$ cat src/rtl/lfsr_ctrl.sv
// rtl/lfsr_ctrl.sv - region controller between an LFSR generator and a DES message port
// Sequences one seeded region at a time through a 2-entry skid buffer with a seed-wrap filter.
module lfsr_ctrl #(
  parameter int N     = 64,
  parameter int CNT_W = 40
) (
  input  logic             clk,
  input  logic             rst_n,
  input  logic             cmd_start,
  input  logic             cmd_abort,
  input  logic [N-1:0]     seed_in,
  output logic             busy,
  output logic             region_done,
  output logic [CNT_W-1:0] enc_count,
  output logic             lfsr_start,
  output logic             lfsr_pause,
  output logic             lfsr_reset_counter,
  output logic [N-1:0]     lfsr_seed,
  input  logic             lfsr_valid,
  input  logic             lfsr_done,
  input  logic [N-1:0]     lfsr_data,
  output logic             msg_valid,
  output logic [N-1:0]     msg_data,
  input  logic             msg_ready
);

  typedef enum logic [2:0] {
    S_IDLE,
    S_LOAD,
    S_RUN,
    S_DRAIN,
    S_CLEAR
  } state_t;

  state_t         state, state_nx;
  logic [1:0]     clr_cnt;
  logic [N-1:0]   seed_q;
  logic [N-1:0]   mem [2];
  logic           rd_ptr, wr_ptr;
  logic [1:0]     count;
  logic           wrote_any;
  logic           start_acc, abort_acc, push, pop;

  always_comb begin
    start_acc = (state == S_IDLE) && cmd_start;
    abort_acc = cmd_abort && (state inside {S_LOAD, S_RUN, S_DRAIN});
    pop       = (count != 2'd0) && msg_ready;
    // The generator's own seed reappearing marks the wrap; drop it once the region has produced data.
    push      = (state == S_RUN) && lfsr_valid && !abort_acc
                && !(wrote_any && (lfsr_data == seed_q))
                && ((count != 2'd2) || pop);
  end

  always_comb begin
    state_nx    = state;
    region_done = 1'b0;
    case (state)
      S_IDLE:  if (cmd_start) state_nx = S_LOAD;
      S_LOAD:  state_nx = abort_acc ? S_CLEAR : S_RUN;
      S_RUN: begin
        if (abort_acc)      state_nx = S_CLEAR;
        else if (lfsr_done) state_nx = S_DRAIN;
      end
      S_DRAIN: begin
        if (abort_acc) begin
          state_nx = S_CLEAR;
        end else if (count == 2'd0) begin
          state_nx    = S_CLEAR;
          region_done = 1'b1;
        end
      end
      S_CLEAR: if (clr_cnt == 2'd2) state_nx = S_IDLE;
      default: state_nx = S_IDLE;
    endcase
  end

  always_ff @(posedge clk or negedge rst_n) begin
    if (!rst_n) begin
      state   <= S_IDLE;
      clr_cnt <= 2'd0;
    end else begin
      state   <= state_nx;
      clr_cnt <= (state == S_CLEAR) ? clr_cnt + 2'd1 : 2'd0;
    end
  end

  always_ff @(posedge clk or negedge rst_n) begin
    if (!rst_n) begin
      seed_q    <= '0;
      wrote_any <= 1'b0;
      enc_count <= '0;
    end else begin
      if (start_acc) begin
        seed_q    <= seed_in;
        wrote_any <= 1'b0;
      end else if (push) begin
        wrote_any <= 1'b1;
      end
      if (start_acc)
        enc_count <= '0;
      else if (pop && (enc_count != {CNT_W{1'b1}}))
        enc_count <= enc_count + 1'b1;
    end
  end

  always_ff @(posedge clk or negedge rst_n) begin
    if (!rst_n) begin
      rd_ptr <= 1'b0;
      wr_ptr <= 1'b0;
      count  <= 2'd0;
    end else if (abort_acc) begin
      rd_ptr <= 1'b0;
      wr_ptr <= 1'b0;
      count  <= 2'd0;
    end else begin
      if (push) wr_ptr <= ~wr_ptr;
      if (pop)  rd_ptr <= ~rd_ptr;
      case ({push, pop})
        2'b10:   count <= count + 2'd1;
        2'b01:   count <= count - 2'd1;
        default: count <= count;
      endcase
    end
  end

  always_ff @(posedge clk) begin
    if (push) mem[wr_ptr] <= lfsr_data;
  end

  always_comb begin
    busy               = (state != S_IDLE);
    lfsr_start         = (state == S_LOAD);
    lfsr_pause         = (state == S_RUN) && (count != 2'd0);
    lfsr_reset_counter = (state == S_CLEAR);
    lfsr_seed          = seed_q;
    msg_valid          = (count != 2'd0);
    msg_data           = mem[rd_ptr];
  end

endmodule

$ cat config.mk
export PLATFORM = sky130hd
export DESIGN_NAME = lfsr_ctrl
export DESIGN_NICKNAME = d
export VERILOG_FILES = /design/src/rtl/lfsr_ctrl.sv
export SDC_FILE = /design/constraint.sdc
export NUM_CORES = 1
export LEC_CHECK = 0
export CAP_MARGIN = 20
export CORE_MARGIN = 2
export CORE_UTILIZATION = 44
export CTS_BUF_LIST = sky130_fd_sc_hd__clkbuf_4 sky130_fd_sc_hd__clkbuf_8
export DETAILED_ROUTE_END_ITERATION = 10
export PLACE_DENSITY = 0.82
export SYNTH_ARGS = -nofsm -noshare
export SYNTH_HDL_FRONTEND = slang
export SYNTH_SLANG_ARGS = --single-unit
$ cat constraint.sdc
create_clock -name clk -period 4.5 [get_ports clk]
set_clock_uncertainty 0.15 [all_clocks]
set_input_delay 1.35 -clock clk [delete_from_list [all_inputs] [get_ports clk]]
set_output_delay 1.35 -clock clk [all_outputs]
set_load 0.02 [all_outputs]
==> results.json, run 1 <==
{
  "cts.htree.levels": 2,
  "cp-end-kind": "primary output",
  "post-cts-setup-buffer-count": 0,
  "yosysTopAreaCellShare": 0.3664,
  "avgSynthCellArea_um2": 13.79,
  "gp_congestion": 0.8833,
  "regArea_um2": 6700,
  "grt_max_degree": 67,
  "cp_data_required_time_ns": 3.00,
  "postSynth.asyncResetShare": 0.4711,
  "via_per_inst": 5.095,
  "crit_type": "input port to primary output",
  "gr-usage-met1": 0.2782,
  "fillers": 1787,
  "yosysWarningCount": 0,
  "fin_area_um2": 14900,
  "grtUsageMet2": 0.3725,
  "layout-drive-gt1-share": 0.1963,
  "areaGrowthSynthToFinish_pct": 42.03,
  "ys_top_cells_by_area": "edfxtp_1 37%, dfrtp_1 27%, mux2_2 13%",
  "cts-hold-fix-buffers": 0,
  "drt_pass1_iterations": 4,
  "cts_max_path_buffers": 3,
  "synth_enable_flop_cells": 128,
  "synth_largest_area_cell": "edfxtp_1",
  "insertion_delay_ns": 0.53,
  "antenna_cells": 0,
  "path_clk_slew_ns": 0.05,
  "die_x_um": 158.4,
  "ios": 309,
  "grt_usage": 0.2212,
  "row_count": 56,
  "syn_inst": 761,
  "cts-root-buf": "clkbuf_8",
  "fin_nets": 1241,
  "crit_path_max_fanout": 5,
  "dieHeight_um": 158.4,
  "arrival_ns": 2.85,
  "grt_pass1_wl_um": 42390,
  "clock_sinks": 242,
  "cts_resized": 0,
  "drtIter0Drc": 375,
  "ys_types": 51,
  "grt_use_met3": 0.06723,
  "setup_viol": 0,
  "cellLeakagePower_nw": 5.521,
  "fmax_mhz": 230.1,
  "antenna_found_initial": 0,
  "fin_crit_sh": 0.9658,
  "die_area_um2": 25100,
  "dp_hpwl_um": 20370,
  "worstMarginPinSlew_ns": 0.9912,
  "hold_path.class": "register to register",
  "status": "completed",
  "rsz0062_at_grt": "false",
  "synth_common_cells": "128 x edfxtp_1, 120 x mux2_2, 114 x dfrtp_1",
  "seq_area_frac_synth": 0.6383,
  "overflow": 0,
  "period_minus_slack_ns": 4.346,
  "slew-limit-headroom": 0.3376,
  "place_ws_ns": -0.06070,
  "routed-via-count": 7413,
  "cp-start-kind": "input port",
  "routed_wl_um": 28270,
  "syn-num-nets": 898,
  "ys.flop_type": "edfxtp_1",
  "synth.most_common_cell": "edfxtp_1",
  "syn_area_um2": 10490,
  "coreArea_um2": 23470,
  "hold_viol_final": 0,
  "remaining_drc_errors": 0,
  "cts_tree": "done",
  "finalMaxSlewViolations": 0,
  "multi_input_area_um2": 3598,
  "grt-busiest-layer": "met2",
  "place_area_um2": 14050,
  "worst_slack_ns": 0.1541,
  "yosys_register_bits": 242,
  "maxCapViolations": 0,
  "wl_per_cell_um": 19.43,
  "p_per_area_nw_per_um2": 552.8,
  "grt_pass1_vias": 7498,
  "start_util": 0.4470,
  "vdd_drop_max_v": 0.0002742,
  "numCtsBuffers": 42,
  "portBuffers": 308,
  "ant_nets": 0,
  "hold_ws_ns": 0.2845
}
metal layers:
metal	share of wire	vias up
met5	0	-
met4	0.020	0
met3	0.091	42
met2	0.49	304
met1	0.40	3588
li1	-	3479
critical path: stages:
cell,delay [ns]
clkdlybuf4s50_1,0.46
nor3b_1,0.18
nor3_1,0.19
clkdlybuf4s50_1,0.67
registers in the layout, indices dropped and copies added, names as in the netlist:
register,flops
wrote_any,1
wr_ptr,1
lfsr_seed,64
clr_cnt,2
rd_ptr,1
mem,128
state,3
count,2
enc_count,40
metrics by stage:
stage	util	TNS (ns)	power, mW	instances
after floorplan	-	-7.059	4.799	761
after global placement	0.5986	-0.3022	6.263	1379
after detailed placement	0.5986	-1.975	6.313	1379
after CTS	0.6348	0	8.336	1455
after global routing	0.6348	0	8.652	1455
final	0.6348	0	8.237	1455
cell usage in the layout, fill, tap and decap left out, types with 6 or more instances in the layout:
master / instances
mux2_2: 120
xnor2_1: 58
nand2b_1: 10
nor3_1: 13
nand3_1: 22
xor2_1: 23
nand4_1: 25
clkbuf_4: 16
o21ai_0: 17
buf_4: 13
and3_1: 8
edfxtp_1: 128
clkbuf_8: 49
clkinv_1: 6
inv_1: 27
nor2b_1: 11
nor2_1: 55
or3_1: 6
nor4_1: 11
nand2_1: 30
dfrtp_1: 113
clkdlybuf4s50_1: 307
a21oi_1: 9
kinds of logic (layout without fill, tap and decap cells):
kind of cell    count (synthesis)  after routing  share of synthesized area
flops                         242            242                     0.6383
simple gates                  215            215                     0.1094
mux                           120            120                     0.1288
xor+xnor                       81             81                    0.06762
buf+inv                        52            427                    0.02063
compound gates                 49             49                    0.03292
fa+ha+maj                       2              2                   0.002385
power breakdown:
part | switching [mW] | internal (mW)
logic | 1.44 | 1.62
clock network | 0.861 | 1.13
registers | 0.479 | 2.72
final cells by class:
cell class	count	area share
Clock inverter	11	0.003779
Tap cell	319	0.02679
Multi-Input combinational cell	467	0.2415
Timing Repair Buffer	324	0.2182
Sequential cell	242	0.4497
Inverter	27	0.006802
Clock buffer	65	0.05332
worst paths after layout:
path | endpoint | from | depth (start not counted) | slack [ns]
min in group asynchronous | enc_count[23] | rst_n | 1 | 0.73
max | region_done | cmd_abort | 4 | 0.15
max in group asynchronous | lfsr_seed[31] | rst_n | 2 | 2.69
min | clr_cnt[0] | clr_cnt[0] | 1 | 0.28
max reg2reg | mem[0][41] | state[2] | 6 | 1.35
min reg2reg | clr_cnt[0] | clr_cnt[0] | 1 | 0.28
No activity file was read; power rests on OpenSTA's default activity.
==> run 2: changes to the inputs <==
CTS_BUF_LIST = sky130_fd_sc_hd__clkbuf_4   (was sky130_fd_sc_hd__clkbuf_4 sky130_fd_sc_hd__clkbuf_8)
==> run 2 against run 1 <==
  * Clock-buffer cell count increased by 50
  * Non-clock buffer count did not move
  * Die area unchanged
  * Fmax shrank 0.14%
  * First-iteration DRC count increased by 4.0%
  * Largest power group unchanged
==> results.json, run 2 (same netlist as run 1, synthesis figures left out) <==
{
  "cp-end-kind": "primary output",
  "die_area_um2": 25100,
  "worstMarginPinSlew_ns": 1.011,
  "largest_register_ffs": 128,
  "grt_pass1_vias": 7795,
  "cts-root-buf": "clkbuf_4",
  "wl_per_cell_um": 19.03,
  "place_ws_ns": -0.06070,
  "maxCapViolations": 0,
  "cellLeakagePower_nw": 5.636,
  "row_count": 56,
  "cts.htree.levels": 3,
  "path_buf_inv": 2,
  "cts_resized": 0,
  "routed-via-count": 7630,
  "dieHeight_um": 158.4,
  "crit_top_cell": "clkdlybuf4s50_1",
  "worst_slack_ns": 0.1479,
  "slew-limit-headroom": 0.3243,
  "hold_start": "clr_cnt[0]",
  "coreArea_um2": 23470,
  "fillers": 1787,
  "post-cts-setup-buffer-count": 0,
  "period_minus_slack_ns": 4.352,
  "critPathSlowestCell": "clkdlybuf4s50_1",
  "rr_startpoint": "state[2]",
  "insertion_delay_ns": 0.65,
  "grt_max_degree": 67,
  "startpoint": "cmd_abort",
  "remaining_drc_errors": 0,
  "dp_hpwl_um": 20370,
  "grt_pass1_wl_um": 42900,
  "antenna_found_initial": 0,
  "hold_viol_final": 0,
  "setup_viol": 0,
  "crit_type": "input port to primary output",
  "cts-hold-fix-buffers": 0,
  "drtIter0Drc": 390,
  "layout-drive-gt1-share": 0.2299,
  "path_clk_slew_ns": 0.06,
  "overflow": 0,
  "fin_tns_setup_ns": 0,
  "cp_data_required_time_ns": 3.00,
  "total_power_mw": 8.419,
  "clock_sinks": 242,
  "ant_nets": 0,
  "grt_usage": 0.2245,
  "gp_congestion": 0.8833,
  "via_per_inst": 5.080,
  "die_x_um": 158.4,
  "max_stage_delay_ns": 0.67,
  "crit_path_max_fanout": 5,
  "vdd_drop_max_v": 0.0002325,
  "final_common_cell": "clkdlybuf4s50_1",
  "antenna_cells": 0,
  "utilization": 0.6390,
  "finalMaxSlewViolations": 0,
  "cts_max_path_buffers": 3,
  "hold_path.class": "register to register",
  "status": "completed",
  "fin_nets": 1266,
  "ios": 309,
  "start_util": 0.4470,
  "rsz0062_at_grt": "false",
  "path_cells": "clkdlybuf4s50_1, nor3b_1, nor3_1, clkdlybuf4s50_1",
  "p_per_area_nw_per_um2": 561.3,
  "areaGrowthSynthToFinish_pct": 42.97,
  "portBuffers": 308,
  "most-common-layout-cells": "307 x clkdlybuf4s50_1, 128 x edfxtp_1, 120 x mux2_2",
  "crit_family": "buffers and inverters",
  "numCtsBuffers": 67,
  "drt_pass1_iterations": 5,
  "cts_tree": "done",
  "cp-start-kind": "input port",
  "fin_crit_sh": 0.9671,
  "routed_wl_um": 28580,
  "fmax_mhz": 229.8,
  "arrival_ns": 2.85,
  "regMostFlops": "mem"
}
run 2: cell types whose count changed in the layout (fill, tap and decap cells not counted), sizes merged:
cell	change
clkbuf	+50
bufinv	+2
clkinv	-5
run 2: metrics by stage:
step / cells / instance area [um2] / hold WS [ns]
3_3_place_gp: 1379 / 14050 / 0.2645
5_1_grt: 1502 / 15000 / 0.3052
6_report: 1502 / 15000 / 0.2869
3_5_place_dp: 1379 / 14050 / 0.2757
4_1_cts: 1502 / 15000 / 0.2839
2_1_floorplan: 761 / 10500 / 0.2532
run 2: path summary, 6_finish.rpt:
check,end,slack (ns),cells after the start
max,region_done,0.15,4
min,clr_cnt[0],0.29,1
max reg2reg,mem[0][54],1.31,6
min reg2reg,clr_cnt[0],0.29,1
max in group asynchronous,lfsr_seed[49],2.80,2
min in group asynchronous,enc_count[12],0.62,1
run 2: routing by layer:
| layer | vias up | global-route usage | part of all wire |
|---|---|---|---|
| met5 | - | 0 | 0 |
| met4 | 0 | 0.07293 | 0.023 |
| met3 | 50 | 0.07975 | 0.093 |
| met2 | 331 | 0.3708 | 0.48 |
| met1 | 3687 | 0.2760 | 0.41 |
| li1 | 3562 | - | - |
run 2: cell type report:
class,count,area (um2),share of cell area
Timing Repair Buffer,324,3251,0.2167
Inverter,27,101.3,0.006757
Multi-Input combinational cell,467,3598,0.2399
Sequential cell,242,6700,0.4467
Clock inverter,8,86.33,0.005756
Clock buffer,115,863.3,0.05756
Tap cell,319,399.1,0.02661
run 2: power breakdown:
| group | internal (mW) | switching [mW] |
|---|---|---|
| clock | 1.26 | 0.907 |
| combinational | 1.62 | 1.44 |
| sequential | 2.71 | 0.481 |
| total | 5.59 | 2.83 |
